===== src/rtl/inter_tx_arbiter_pkg.sv =====
// rtl/inter_tx_arbiter_pkg.sv - shared widths, requester indices and FSM encodings for the interboard tx arbiter
//
// Contents:
//   X_W/Y_W/MSG_W/CARD_W/SEL_W  payload field widths of an interboard message
//   req_idx_e                   requester index (shift, move, draw, end-turn)
//   ST_*                        arbiter FSM state encodings
//   ctrl_payload_t              one latched interboard message
//   req_onehot()                index to one-hot requester vector
package inter_tx_arbiter_pkg;

    localparam int X_W    = 5;
    localparam int Y_W    = 3;
    localparam int MSG_W  = 4;
    localparam int CARD_W = 6;
    localparam int SEL_W  = 3;

    localparam int NUM_REQ_FIXED = 4;
    localparam int REQ_IDX_W     = 2;

    typedef enum logic [REQ_IDX_W-1:0] {
        REQ_SHIFT = 2'd0,
        REQ_MOVE  = 2'd1,
        REQ_DRAW  = 2'd2,
        REQ_END   = 2'd3
    } req_idx_e;

    localparam logic [2:0] ST_IDLE      = 3'd0;
    localparam logic [2:0] ST_SEND      = 3'd1;
    localparam logic [2:0] ST_WAIT_BUSY = 3'd2;
    localparam logic [2:0] ST_WAIT_DONE = 3'd3;
    localparam logic [2:0] ST_DONE      = 3'd4;

    typedef struct packed {
        logic              move_dir;
        logic [X_W-1:0]    block_x;
        logic [Y_W-1:0]    block_y;
        logic [MSG_W-1:0]  msg_type;
        logic [CARD_W-1:0] card;
        logic [SEL_W-1:0]  sel_len;
    } ctrl_payload_t;

    function automatic logic [NUM_REQ_FIXED-1:0] req_onehot(input logic [REQ_IDX_W-1:0] idx);
        return NUM_REQ_FIXED'(1) << idx;
    endfunction

endpackage


===== src/rtl/inter_tx_arbiter_if.sv =====
// rtl/inter_tx_arbiter_if.sv - handler-side requests and transmitter-side launch bus of the tx arbiter
//
// Signals:
//   req, req_*          per-requester request level and flattened payload (requester i at [W*i +: W])
//   inter_ready         interboard transmitter idle (1) / busy (0)
//   done                one-hot completion pulse to the granted requester
//   busy                arbiter not idle
//   ctrl_en, ctrl_*     launch pulse and latched payload toward the transmitter
// Modports:
//   master              handlers + transmitter side
//   slave               arbiter side
interface inter_tx_arbiter_if
    import inter_tx_arbiter_pkg::*;
#(
    parameter int NUM_REQ = NUM_REQ_FIXED
);
    logic [NUM_REQ-1:0]        req;
    logic [NUM_REQ-1:0]        req_move_dir;
    logic [X_W*NUM_REQ-1:0]    req_block_x;
    logic [Y_W*NUM_REQ-1:0]    req_block_y;
    logic [MSG_W*NUM_REQ-1:0]  req_msg_type;
    logic [CARD_W*NUM_REQ-1:0] req_card;
    logic [SEL_W*NUM_REQ-1:0]  req_sel_len;
    logic                      inter_ready;

    logic [NUM_REQ-1:0]        done;
    logic                      busy;
    logic                      ctrl_en;
    logic                      ctrl_move_dir;
    logic [X_W-1:0]            ctrl_block_x;
    logic [Y_W-1:0]            ctrl_block_y;
    logic [MSG_W-1:0]          ctrl_msg_type;
    logic [CARD_W-1:0]         ctrl_card;
    logic [SEL_W-1:0]          ctrl_sel_len;

    modport master (
        output req, req_move_dir, req_block_x, req_block_y, req_msg_type, req_card, req_sel_len,
        output inter_ready,
        input  done, busy, ctrl_en,
        input  ctrl_move_dir, ctrl_block_x, ctrl_block_y, ctrl_msg_type, ctrl_card, ctrl_sel_len
    );

    modport slave (
        input  req, req_move_dir, req_block_x, req_block_y, req_msg_type, req_card, req_sel_len,
        input  inter_ready,
        output done, busy, ctrl_en,
        output ctrl_move_dir, ctrl_block_x, ctrl_block_y, ctrl_msg_type, ctrl_card, ctrl_sel_len
    );

endinterface


===== src/rtl/inter_tx_arbiter_rr_select.sv =====
// rtl/inter_tx_arbiter_rr_select.sv - combinational round-robin winner search
//
// Ports:
//   req     request vector
//   rr_ptr  index searched first; search wraps upward
//   valid   at least one request present
//   winner  first requesting index at or after rr_ptr
module rr_select
    import inter_tx_arbiter_pkg::*;
#(
    parameter int NUM_REQ = NUM_REQ_FIXED,
    parameter int IDX_W   = REQ_IDX_W
)(
    input  logic [NUM_REQ-1:0] req,
    input  logic [IDX_W-1:0]   rr_ptr,
    output logic               valid,
    output logic [IDX_W-1:0]   winner
);

    // Walk from the farthest candidate back to rr_ptr so the closest
    // requester overwrites the others. The index add wraps naturally
    // because NUM_REQ is exactly 2**IDX_W.
    always_comb begin
        valid  = 1'b0;
        winner = '0;
        for (int i = NUM_REQ - 1; i >= 0; i--) begin
            if (req[rr_ptr + IDX_W'(i)]) begin
                valid  = 1'b1;
                winner = rr_ptr + IDX_W'(i);
            end
        end
    end

endmodule


===== src/rtl/inter_tx_arbiter.sv =====
// rtl/inter_tx_arbiter.sv - round-robin owner of the single interboard transmit channel
//
// Ports:
//   clk             system clock
//   rst             synchronous active-high reset
//   interboard_rst  synchronous active-high reset, same effect as rst
//   bus             slave side of inter_tx_arbiter_if (requests in, launch/done out)
// Parameters:
//   NUM_REQ         requester count (4: shift, move, draw, end-turn)
//   BUSY_TIMEOUT    cycles to wait for inter_ready to drop after a launch
module inter_tx_arbiter
    import inter_tx_arbiter_pkg::*;
#(
    parameter int NUM_REQ      = NUM_REQ_FIXED,
    parameter int BUSY_TIMEOUT = 16
)(
    input  logic              clk,
    input  logic              rst,
    input  logic              interboard_rst,
    inter_tx_arbiter_if.slave bus
);

    localparam int              CNT_W    = $clog2(BUSY_TIMEOUT + 1);
    localparam logic [CNT_W-1:0] CNT_LAST = CNT_W'(BUSY_TIMEOUT - 1);

    logic [2:0]           state;
    logic [2:0]           state_next;
    logic [REQ_IDX_W-1:0] rr_ptr;
    logic [REQ_IDX_W-1:0] grant_idx;
    logic [REQ_IDX_W-1:0] winner;
    logic                 sel_valid;
    logic [CNT_W-1:0]     busy_cnt;
    ctrl_payload_t        req_payload;
    ctrl_payload_t        ctrl_q;
    logic                 ctrl_en_q;
    logic                 busy_q;
    logic [NUM_REQ-1:0]   done_q;
    logic                 sync_rst;

    assign sync_rst = rst | interboard_rst;

    rr_select #(
        .NUM_REQ (NUM_REQ),
        .IDX_W   (REQ_IDX_W)
    ) u_rr_select (
        .req    (bus.req),
        .rr_ptr (rr_ptr),
        .valid  (sel_valid),
        .winner (winner)
    );

    // Payload of the current round-robin winner, latched only on grant.
    always_comb begin
        req_payload          = '0;
        req_payload.move_dir = bus.req_move_dir[winner];
        req_payload.block_x  = bus.req_block_x[int'(winner)*X_W +: X_W];
        req_payload.block_y  = bus.req_block_y[int'(winner)*Y_W +: Y_W];
        req_payload.msg_type = bus.req_msg_type[int'(winner)*MSG_W +: MSG_W];
        req_payload.card     = bus.req_card[int'(winner)*CARD_W +: CARD_W];
        req_payload.sel_len  = bus.req_sel_len[int'(winner)*SEL_W +: SEL_W];
    end

    always_comb begin
        state_next = state;
        case (state)
            ST_IDLE: begin
                // A busy channel blocks granting even when requests are pending.
                if (bus.inter_ready && sel_valid) begin
                    state_next = ST_SEND;
                end
            end
            ST_SEND: begin
                state_next = ST_WAIT_BUSY;
            end
            ST_WAIT_BUSY: begin
                // A transfer short enough to never show busy is closed out by the timeout.
                if (!bus.inter_ready) begin
                    state_next = ST_WAIT_DONE;
                end else if (busy_cnt == CNT_LAST) begin
                    state_next = ST_DONE;
                end
            end
            ST_WAIT_DONE: begin
                if (bus.inter_ready) begin
                    state_next = ST_DONE;
                end
            end
            ST_DONE: begin
                state_next = ST_IDLE;
            end
            default: begin
                state_next = ST_IDLE;
            end
        endcase
    end

    // Outputs are registered from state_next so each pulse lines up with
    // the cycle its state is occupied.
    always_ff @(posedge clk) begin
        if (sync_rst) begin
            state     <= ST_IDLE;
            rr_ptr    <= '0;
            grant_idx <= '0;
            busy_cnt  <= '0;
            ctrl_q    <= '0;
            ctrl_en_q <= 1'b0;
            busy_q    <= 1'b0;
            done_q    <= '0;
        end else begin
            state     <= state_next;
            ctrl_en_q <= (state_next == ST_SEND);
            busy_q    <= (state_next != ST_IDLE);
            done_q    <= (state_next == ST_DONE) ? req_onehot(grant_idx) : '0;
            case (state)
                ST_IDLE: begin
                    if (state_next == ST_SEND) begin
                        grant_idx <= winner;
                        ctrl_q    <= req_payload;
                    end
                end
                ST_SEND: begin
                    busy_cnt <= '0;
                end
                ST_WAIT_BUSY: begin
                    if (bus.inter_ready && busy_cnt != CNT_LAST) begin
                        busy_cnt <= busy_cnt + 1'b1;
                    end
                end
                ST_DONE: begin
                    rr_ptr <= grant_idx + 1'b1;
                end
                default: begin
                end
            endcase
        end
    end

    assign bus.done          = done_q;
    assign bus.busy          = busy_q;
    assign bus.ctrl_en       = ctrl_en_q;
    assign bus.ctrl_move_dir = ctrl_q.move_dir;
    assign bus.ctrl_block_x  = ctrl_q.block_x;
    assign bus.ctrl_block_y  = ctrl_q.block_y;
    assign bus.ctrl_msg_type = ctrl_q.msg_type;
    assign bus.ctrl_card     = ctrl_q.card;
    assign bus.ctrl_sel_len  = ctrl_q.sel_len;

endmodule


===== src/flat_wrapper.sv =====
// flat-port wrapper written by rule: the top's interface ports become plain ports
module inter_tx_arbiter_flat import inter_tx_arbiter_pkg::*;
#(
    parameter int NUM_REQ      = NUM_REQ_FIXED,
    parameter int BUSY_TIMEOUT = 16
)
  (clk, rst, interboard_rst, bus_req, bus_req_move_dir, bus_req_block_x, bus_req_block_y, bus_req_msg_type, bus_req_card, bus_req_sel_len, bus_inter_ready, bus_done, bus_busy, bus_ctrl_en, bus_ctrl_move_dir, bus_ctrl_block_x, bus_ctrl_block_y, bus_ctrl_msg_type, bus_ctrl_card, bus_ctrl_sel_len);
  inter_tx_arbiter_if #(.NUM_REQ(NUM_REQ)) bus_i ();
  input  logic clk;
  input  logic rst;
  input  logic interboard_rst;
  input wire logic [$bits(bus_i.req)-1:0] bus_req;
  input wire logic [$bits(bus_i.req_move_dir)-1:0] bus_req_move_dir;
  input wire logic [$bits(bus_i.req_block_x)-1:0] bus_req_block_x;
  input wire logic [$bits(bus_i.req_block_y)-1:0] bus_req_block_y;
  input wire logic [$bits(bus_i.req_msg_type)-1:0] bus_req_msg_type;
  input wire logic [$bits(bus_i.req_card)-1:0] bus_req_card;
  input wire logic [$bits(bus_i.req_sel_len)-1:0] bus_req_sel_len;
  input wire logic [$bits(bus_i.inter_ready)-1:0] bus_inter_ready;
  output wire logic [$bits(bus_i.done)-1:0] bus_done;
  output wire logic [$bits(bus_i.busy)-1:0] bus_busy;
  output wire logic [$bits(bus_i.ctrl_en)-1:0] bus_ctrl_en;
  output wire logic [$bits(bus_i.ctrl_move_dir)-1:0] bus_ctrl_move_dir;
  output wire logic [$bits(bus_i.ctrl_block_x)-1:0] bus_ctrl_block_x;
  output wire logic [$bits(bus_i.ctrl_block_y)-1:0] bus_ctrl_block_y;
  output wire logic [$bits(bus_i.ctrl_msg_type)-1:0] bus_ctrl_msg_type;
  output wire logic [$bits(bus_i.ctrl_card)-1:0] bus_ctrl_card;
  output wire logic [$bits(bus_i.ctrl_sel_len)-1:0] bus_ctrl_sel_len;
  assign bus_i.req = bus_req;
  assign bus_i.req_move_dir = bus_req_move_dir;
  assign bus_i.req_block_x = bus_req_block_x;
  assign bus_i.req_block_y = bus_req_block_y;
  assign bus_i.req_msg_type = bus_req_msg_type;
  assign bus_i.req_card = bus_req_card;
  assign bus_i.req_sel_len = bus_req_sel_len;
  assign bus_i.inter_ready = bus_inter_ready;
  assign bus_done = bus_i.done;
  assign bus_busy = bus_i.busy;
  assign bus_ctrl_en = bus_i.ctrl_en;
  assign bus_ctrl_move_dir = bus_i.ctrl_move_dir;
  assign bus_ctrl_block_x = bus_i.ctrl_block_x;
  assign bus_ctrl_block_y = bus_i.ctrl_block_y;
  assign bus_ctrl_msg_type = bus_i.ctrl_msg_type;
  assign bus_ctrl_card = bus_i.ctrl_card;
  assign bus_ctrl_sel_len = bus_i.ctrl_sel_len;
  inter_tx_arbiter #(.NUM_REQ(NUM_REQ), .BUSY_TIMEOUT(BUSY_TIMEOUT)) u_core (.clk(clk), .rst(rst), .interboard_rst(interboard_rst), .bus(bus_i));
endmodule

===== config.mk =====
export PLATFORM = sky130hd
export DESIGN_NAME = inter_tx_arbiter_flat
export DESIGN_NICKNAME = d
export VERILOG_FILES = /design/src/rtl/inter_tx_arbiter_pkg.sv /design/src/rtl/inter_tx_arbiter_if.sv /design/src/rtl/inter_tx_arbiter_rr_select.sv /design/src/rtl/inter_tx_arbiter.sv /design/src/flat_wrapper.sv
export SDC_FILE = /design/constraint.sdc
export NUM_CORES = 1
export LEC_CHECK = 0
export CAP_MARGIN = 20
export CORE_MARGIN = 10
export CORE_UTILIZATION = 30
export DETAILED_ROUTE_END_ITERATION = 8
export PLACE_DENSITY = 0.69
export SYNTH_ARGS = -nofsm -noshare
export SYNTH_HDL_FRONTEND = slang
export SYNTH_SLANG_ARGS = --single-unit

===== constraint.sdc =====
create_clock -name clk -period 2.61 [get_ports clk]
set_clock_uncertainty 0.15 [all_clocks]
set_input_delay 0.783 -clock clk [delete_from_list [all_inputs] [get_ports clk]]
set_output_delay 0.783 -clock clk [all_outputs]
set_load 0.02 [all_outputs]

Word level (Yosys, flattened, before mapping)
Cells that the tools add are included.
{"block": "word_totals", "out_inout_bits": 28, "regBits": 40, "in_bits": 96}
{"block": "classes", "magnitude_cmp": 5, "n_mux": 25, "n_reduce_logical": 8, "n_bitwise": 2, "n_eq_ne": 9, "mul": 3, "addsub": 5, "n_shift": 6}
{"cell": "indexed part select 12 x 32 -> 3 bit", "count": 2}
{"cell": "indexed part select 20 x 32 -> 5 bit", "count": 1}
{"cell": "indexed part select 24 x 32 -> 6 bit", "count": 1}
{"cell": "indexed part select 16 x 5 -> 4 bit", "count": 1}
{"cell": "< comparator 2 x 3 -> 1 bit (second input constant)", "count": 5}
{"cell": "two-way mux 3 bit", "count": 4}
{"cell": "one-hot mux 3 bit (4 select lines)", "count": 1}
{"cell": "binary-select mux 1 bit (select 2 bit)", "count": 5}
{"cell": "one-hot mux 5 bit (2 select lines)", "count": 1}
{"cell": "two-way mux 1 bit", "count": 9}
{"cell": "multiplier 2 x 2 -> 4 bit (second input constant)", "count": 2}
{"cell": "two-way mux 2 bit", "count": 4}
{"cell": "== test 3 x 1 -> 1 bit (second input constant)", "count": 2}
{"cell": "== test 3 x 2 -> 1 bit (second input constant)", "count": 2}
{"cell": "== test 3 bit (second input constant)", "count": 2}
{"cell": "adder 5 x 1 -> 5 bit (second input constant)", "count": 1}
{"cell": "== test 5 x 4 -> 1 bit (second input constant)", "count": 1}
{"cell": "multiplier 2 x 3 -> 5 bit (second input constant)", "count": 1}
{"cell": "two-way mux 5 bit", "count": 1}
{"cell": "!= test 5 x 4 -> 1 bit (second input constant)", "count": 1}
{"cell": "adder 2 x 1 -> 2 bit (second input constant)", "count": 2}
{"cell": "adder 2 bit (second input constant)", "count": 2}
{"cell": "AND reduction 2 bit", "count": 2}
{"cell": "<< shifter 1 x 2 -> 4 bit (first input constant)", "count": 1}
{"cell": "8 further kinds", "count": 9}

Longest topological paths before layout
Gate-level depths: netlist (run 1).
{"block": "logic_depth", "ltp_word": 13, "mapped_depth": 8, "depth_no_buf": 8}

Cells and area by module
Synthesis (run 1) repeated with hierarchy kept, for this count alone.
{"block": "hier_totals", "cells_unflattened": 199, "hier_area_um2": 2189.6}
{"module": "inter_tx_arbiter", "cells_per_inst": 186, "area_each_um2": 2112.0, "n_inst": 1}
{"module": "rr_select", "cells_per_inst": 13, "area_each_um2": 77.6, "n_inst": 1}

Worst setup path before layout (run 1)
No wires, ideal clock.
{"block": "synth_timing", "path_type": "input to register", "startpoint": "in bus_req[3]", "endpoint": "reg u_core.ctrl_q (netlist bit u_core.bus.ctrl_card[0])", "stages": 6, "arrival_time_ps": 1784, "n_path_buf": 1, "path_slack_ps": 548, "cell_sequence": "o41ai_4 nand2b_1 nor2_4 nand2b_2 buf_6 o221ai_2"}
{"block": "synth_between", "elab_chain_cells": 11, "elab_cells_between_ends": 23, "classes_between": "1 x mul; 1 x eq/ne; 1 x shift; 18 x mux; 2 x reduce/logical"}
{"item": "start: declaration", "line": "flat_wrapper.sv:12", "rtl": "input wire logic [$bits(bus_i.req)-1:0] bus_req;"}
{"item": "branches (longest 11 deep; another with multiplier 2 x 2 -> 4 bit)"}
{"item": "end signal: assignment", "line": "inter_tx_arbiter.sv:118", "rtl": "ctrl_q <= req_payload;"}
{"item": "end: declaration", "line": "inter_tx_arbiter.sv:34", "rtl": "ctrl_payload_t ctrl_q;"}
Parallel ways; which one is timed is not known. The select of a mux whose other input is x is not followed.
A chain may end at the register's enable or synchronous reset.

Worst setup path after layout (run 1)
{"block": "layout_timing", "startpoint": "in bus_req[2]", "endpoint": "reg u_core.ctrl_q (netlist bit u_core.bus.ctrl_block_x[2])"}
{"block": "layout_between", "elab_chain_cells": 11, "elab_cells_between_ends": 23, "classes_between": "1 x mul; 1 x eq/ne; 1 x shift; 18 x mux; 2 x reduce/logical"}
{"item": "branches (longest 11 deep; another with multiplier 2 x 3 -> 5 bit)"}
Parallel ways; which one is timed is not known. The select of a mux whose other input is x is not followed.

==> impl_results.md, run 1 <==
* Fin. max-slew vios at 0
* Worst Max-Slew Pin Slew at 435.6 ps
* Number of nets in the layout at 440
* Drt pass-1 iters at 4
* Hold WC Path Type: flip-flop to flip-flop
* GR Util met1 at 0.1421
* Routability cong. at 0.7672
* Drt wl/cell at 16.25 um
* Final ANT Viol Nets at 0
* Maximum VDD drop at 0.2165 mV
* PortBufs at 123
* RSZ-0062 raised after global routing: false
* First DRT Iteration DRCs at 36
* Area of the core at 7214 sq um
* Crit end category: flip-flop
* Synth Instances at 211
* DR vias at 2069
* H-Tree Depth at 2
* CTS root buf: clkbuf_8
* M3 GR Usage at 0.05298
* Part of the Yosys area used for sequential elements at 0.3628
* Area delta synth->final at 70.75%
* Final period util at 0.9209
* Worst Hold Depth at 2
* Synthesized area at 2207 sq um
* Status: completed
* Syn nets at 309
* Final Hold Viols at 0
* Drt total wl at 7181 um
* WP data required at 2630 ps
* Largest net degree at the start of global routing at 31
* Max Cap Viol at 0
* TritonCTS clock tree: yes
* Top_reg_cell synth: dfxtp_1
* Vias/cell at 4.681
* Most common cell after layout, fill and taps aside: clkdlybuf4s50_1
* Pwr Density at 409.4 nW/um^2
* Met2 Track Usage GR at 0.2142
* Total GRT Usage at 0.1260
* Most crowded layer after global routing: met2
* Syn avg cell area at 10.46 sq um
* Row count at 31
* N_diodes at 0
* Num ports at 124
* Die width at 105.8 um
* Post-CTS setup buffer count at 0
* Fin Hold WS at 317.2 ps
* Relative slew slack at 0.7090
* Seq cells post-synth at 40
* First-pass GRT wire length at 11590 um
* Clk_lat worst skew at 290 ps
* # hold bufs at CTS at 0
* Grt total ovfl at 0
* YS warnings at 0
* Clock-pin slew on the worst setup and hold paths at 90 ps
* Number of synthesized flops with an enable pin at 0
* Yosys top cell area share at 0.3628
* Leak at 1.344 nW
* Residual DRC at 0
* Total CTS buffers at 5
* Worst setup SP type: input port
* Worst r2r path cells at 8
* Die Ht at 105.8 um
* Post-CTS Resized at 0
* Shortest period the worst path allows at 2404 ps
* # setup viols final at 0
* Die Area at 11190 sq um
* Post-synth cell types at 36
* Layout cells sized above 1 at 0.1516
* Post-synth ARST share at 0
* CP Max Fanout at 14
* CTS max path bufs at 2
* Initial core utilization at 0.3059
* Arrival time at the worst endpoint at 2420 ps
* Initial antenna violation count at 0
* Synth area leader: dfxtp_1
* Util after Layout at 0.5224
* Commonest cells after routing, fill and taps aside: clkdlybuf4s50_1 (123), mux2i_1 (47), dfxtp_1 (40)
* Post-detail-place hpwl at 5755 um
* Fmax at 0.4160 GHz
* Clock sink count at 40
* Largest cells by area after synthesis: dfxtp_1 (36%), mux2i_1 (21%), o221ai_2 (14%), nand2_1 (4.3%), nor2_1 (2.4%)
* Number of global-route vias before repair at 2270
* CP Class: input port to flip-flop
[critical path, stage by stage]
cell and delay, ps:
clkdlybuf4s50_1 590, nand3b_1 160, a2bb2oi_4 220, buf_4 290, mux2i_1 250, o221ai_1 140
[cell type report]
cell class | count | area [sq um]
fill | 652 | 3446
clock buffer | 5 | 68.82
timing repair buffer | 137 | 1399
inverter | 4 | 15.01
clock inverter | 3 | 46.29
sequential | 40 | 800.8
tap | 99 | 123.9
multi-input combinational | 154 | 1315
[stage by stage]
stage	cells	total power, mW	cell area (sq um)	setup TNS (ps)	worst slack [ps]
2_1_floorplan	211	0.8082	2207	0	548.0
3_3_place_gp	434	1.027	3654	-1047	-54.19
3_5_place_dp	434	1.032	3654	-2282	-127.8
4_1_cts	442	1.566	3769	0	197.6
5_1_grt	442	1.613	3769	0	75.55
6_report	442	1.543	3769	0	206.4
[flip-flops by register name, summed over array words and instances, names as in the netlist]
signal	count
u_core.bus.busy	1
u_core.bus.ctrl_block_x	5
u_core.bus.ctrl_block_y	3
u_core.bus.ctrl_card	6
u_core.bus.ctrl_en	1
u_core.bus.ctrl_move_dir	1
u_core.bus.ctrl_msg_type	4
u_core.bus.ctrl_sel_len	3
u_core.bus.done	4
u_core.busy_cnt	5
u_core.grant_idx	2
u_core.rr_ptr	2
u_core.state	3
[synth_stat cells, types with 2 or more instances]
master,count
o221ai_2,21
clkbuf_1,2
and3_1,2
buf_6,3
nand2b_1,5
ha_1,2
mux2i_1,47
inv_1,4
a211oi_1,2
a21oi_1,8
buf_2,2
dfxtp_1,40
nor2_1,14
xor2_1,3
nand2_1,25
buf_4,6
nand3b_1,2
nor3b_1,3
nand3_1,2
nor3_1,2
[cell families after synthesis]
family,count (synthesis),share of synthesized area
AO/OA/AOI/OAI,37,0.1979
AND/OR/NAND/NOR,64,0.1485
flip-flops,40,0.3628
XOR/XNOR,4,0.01588
buffers and inverters,17,0.05045
multiplexers,47,0.2132
adder cells (fa/ha/maj),2,0.01134
[report_power, final]
group	leakage, nW	switching, mW	internal [mW]
Sequential	0.324	0.0116	0.629
Combinational	0.965	0.140	0.233
Clock	0.0548	0.241	0.288
Total	1.34	0.392	1.15
[worst paths after layout]
path | from | slack, ps | to
min reg2reg | u_core.bus.ctrl_block_x[0] | 320 | u_core.bus.ctrl_block_x[0]
min | u_core.bus.ctrl_block_x[0] | 320 | u_core.bus.ctrl_block_x[0]
max reg2reg | u_core.busy_cnt[0] | 550 | u_core.busy_cnt[3]
max | bus_req[2] | 210 | u_core.bus.ctrl_block_x[2]
[per-layer routing]
metal / part of all wire / routed length [um]
met1: 0.42 / 3039
met5: 0 / 0
met2: 0.48 / 3441
met4: 0.0075 / 54
met3: 0.090 / 646
No activity file was read; power rests on OpenSTA's default activity.
==> inputs of run 2 (changes only) <==
- PLACE_DENSITY: 0.69 -> default
- PLACE_DENSITY_LB_ADDON: default -> 0.08
==> run 2 against run 1 <==
Worst hold slack better by 4.5 ps. Fmax is 1.2% lower. Sequential share of layout area about the same. Utilization about the same. Non-clock buffer count is the same. Via count fell by 1.8%. Critical path type unchanged. Largest power group unchanged.
==> impl_results.md, run 2 (same netlist as run 1, synthesis figures left out) <==
* CP Class: input port to flip-flop
* WP data required at 2630 ps (about the same)
* Total CTS buffers at 5 (unchanged)
* Drt wl/cell at 15.50 um (-4.6%)
* Arrival time at the worst endpoint at 2460 ps (+40 ps)
* Worst Max-Slew Pin Slew at 373.5 ps (-62.14 ps)
* RSZ-0062 raised after global routing: false
* Pwr Density at 381.0 nW/um^2 (-6.9%)
* Fin worst setup slack at 177.3 ps (-29.07 ps)
* R2r endpoint: u_core.busy_cnt[4]
* FF+latch area at 800.8 sq um (unchanged)
* Largest register FFs at 6 (unchanged)
* # setup viols final at 0 (unchanged)
* Grt total ovfl at 0 (unchanged)
* Drt pass-1 iters at 4 (unchanged)
* Fin. max-slew vios at 0 (unchanged)
* Area of the core at 7214 sq um (unchanged)
* Leak at 1.351 nW (+0.47%)
* TritonCTS clock tree: yes
* Fmax at 0.4111 GHz (-1.2%)
* Clk_lat worst skew at 280 ps (about the same)
* Max Cap Viol at 0 (unchanged)
* Maximum VDD drop at 0.2438 mV (+13%)
* Final ANT Viol Nets at 0 (unchanged)
* Util after Layout at 0.5227 (about the same)
* Hold WC Path Type: flip-flop to flip-flop
* Commonest cells after routing, fill and taps aside: clkdlybuf4s50_1 (123), mux2i_1 (47), dfxtp_1 (40)
* Die width at 105.8 um (unchanged)
* Number of global-route vias before repair at 2092 (-7.8%)
* Layout cells sized above 1 at 0.1516 (unchanged)
* Final Power at 1.437 mW (-6.9%)
* Final period util at 0.9321 (+0.01114)
* Final Hold Viols at 0 (unchanged)
* DR vias at 2032 (-1.8%)
* Critical R2R Launch: u_core.busy_cnt[0]
* Pre-CTS WS at -134.5 ps (-6.627 ps)
* Drt total wl at 6851 um (-4.6%)
* Multi-input logic area at 1315 sq um (unchanged)
* Largest net degree at the start of global routing at 25 (-19%)
* Vias/cell at 4.597 (-1.8%)
* Worst r2r path cells at 9 (+1)
* Number of nets in the layout at 440 (unchanged)
* Routability cong. at 0.7220 (-5.9%)
* First-pass GRT wire length at 10840 um (-6.5%)
* Clock-pin slew on the worst setup and hold paths at 80 ps (about the same)
* H-Tree Depth at 2 (unchanged)
* Fin Hold WS at 321.7 ps (+4.493 ps)
* Clock sink count at 40 (unchanged)
* PortBufs at 123 (unchanged)
* First DRT Iteration DRCs at 45 (+25%)
* Worst Hold Depth at 2 (unchanged)
* Post-detail-place hpwl at 5601 um (-2.7%)
* Worst setup SP type: input port
* N_diodes at 0 (unchanged)
* Fill cells at 663 (+1.7%)
* Min-delay src: u_core.bus.ctrl_move_dir
* CP Max Fanout at 20 (+6)
* Post-CTS setup buffer count at 0 (unchanged)
* Crit end category: flip-flop
* CTS max path bufs at 2 (unchanged)
* Hold EP: u_core.bus.ctrl_move_dir
* Die Ht at 105.8 um (unchanged)
* Residual DRC at 0 (unchanged)
* Status: completed
* Total GRT Usage at 0.1181 (-0.007807)
* Die Area at 11190 sq um (unchanged)
* Most common cell after layout, fill and taps aside: clkdlybuf4s50_1
* Initial antenna violation count at 0 (unchanged)
* Initial core utilization at 0.3059 (unchanged)
* Area delta synth->final at 70.86% (about the same)
* Post-CTS Resized at 0 (unchanged)
* Shortest period the worst path allows at 2433 ps (+29.07 ps)
* CTS root buf: clkbuf_8
* Row count at 31 (unchanged)
* # hold bufs at CTS at 0 (unchanged)
* FF-to-FF setup slack at 610 ps (+60 ps)
* Num ports at 124 (unchanged)
* Relative slew slack at 0.7505 (+0.04152)
[run 2: cell count changes in the layout (fill, tap and decap cells not counted), sizes merged]
cell	previous run	this run
clkinv	0	2
bufinv	1	0
clkbuf	5	6
clkinvlp	1	0
inv	5	4
[run 2: where the power goes]
part	total, mW	internal, mW	switching [mW]	leakage (nW)
Combinational	0.377	0.237	0.140	0.975
Clock	0.420	0.211	0.209	0.0510
Sequential	0.640	0.629	0.0114	0.324
Total	1.44	1.08	0.361	1.35
[run 2: metal layers]
| metal | track usage | up-vias | wire, um |
|---|---|---|---|
| met5 | 0 | - | 0 |
| met4 | 0.02031 | 0 | 29 |
| met3 | 0.06334 | 2 | 715 |
| met2 | 0.1842 | 73 | 3188 |
| met1 | 0.1424 | 916 | 2918 |
| li1 | - | 1041 | - |
[run 2: per-stage QoR]
step	area, sq um	std cells	setup TNS (ps)
2_1_floorplan	2207	211	0
3_5_place_dp	3679	434	-1777
4_1_cts	3771	442	0
3_3_place_gp	3679	434	-1568
6_report	3771	442	0
5_1_grt	3771	442	0
[run 2: worst max-delay path by stage]
stage	from	end	slack [ps]	depth (start not counted)
2_1_floorplan	bus_req[3]	u_core.bus.ctrl_card[0]	550	6
4_1_cts	bus_req[0]	u_core.bus.ctrl_msg_type[3]	170	6
6_report	bus_req[0]	u_core.bus.ctrl_msg_type[2]	180	6
3_5_place_dp	bus_req[0]	u_core.bus.ctrl_msg_type[3]	-130	6
5_1_grt	bus_req[0]	u_core.bus.ctrl_block_y[1]	50	7
3_3_place_gp	bus_req[0]	u_core.bus.ctrl_msg_type[3]	-120	6
[run 2: cell type report]
class	count	share of cell area
repair buffers	137	0.3776
multi-input cells	154	0.3487
flip-flops and latches	40	0.2123
well taps	99	0.03285
clock buffers	6	0.02190
inverters	4	0.003981
clock inverters	2	0.002654
[run 2: worst max-delay path, stage by stage]
cell,delay (ps)
clkdlybuf4s50_1,490
a21oi_1,280
a2bb2oi_4,240
buf_12,220
mux2i_1,310
o221ai_2,120
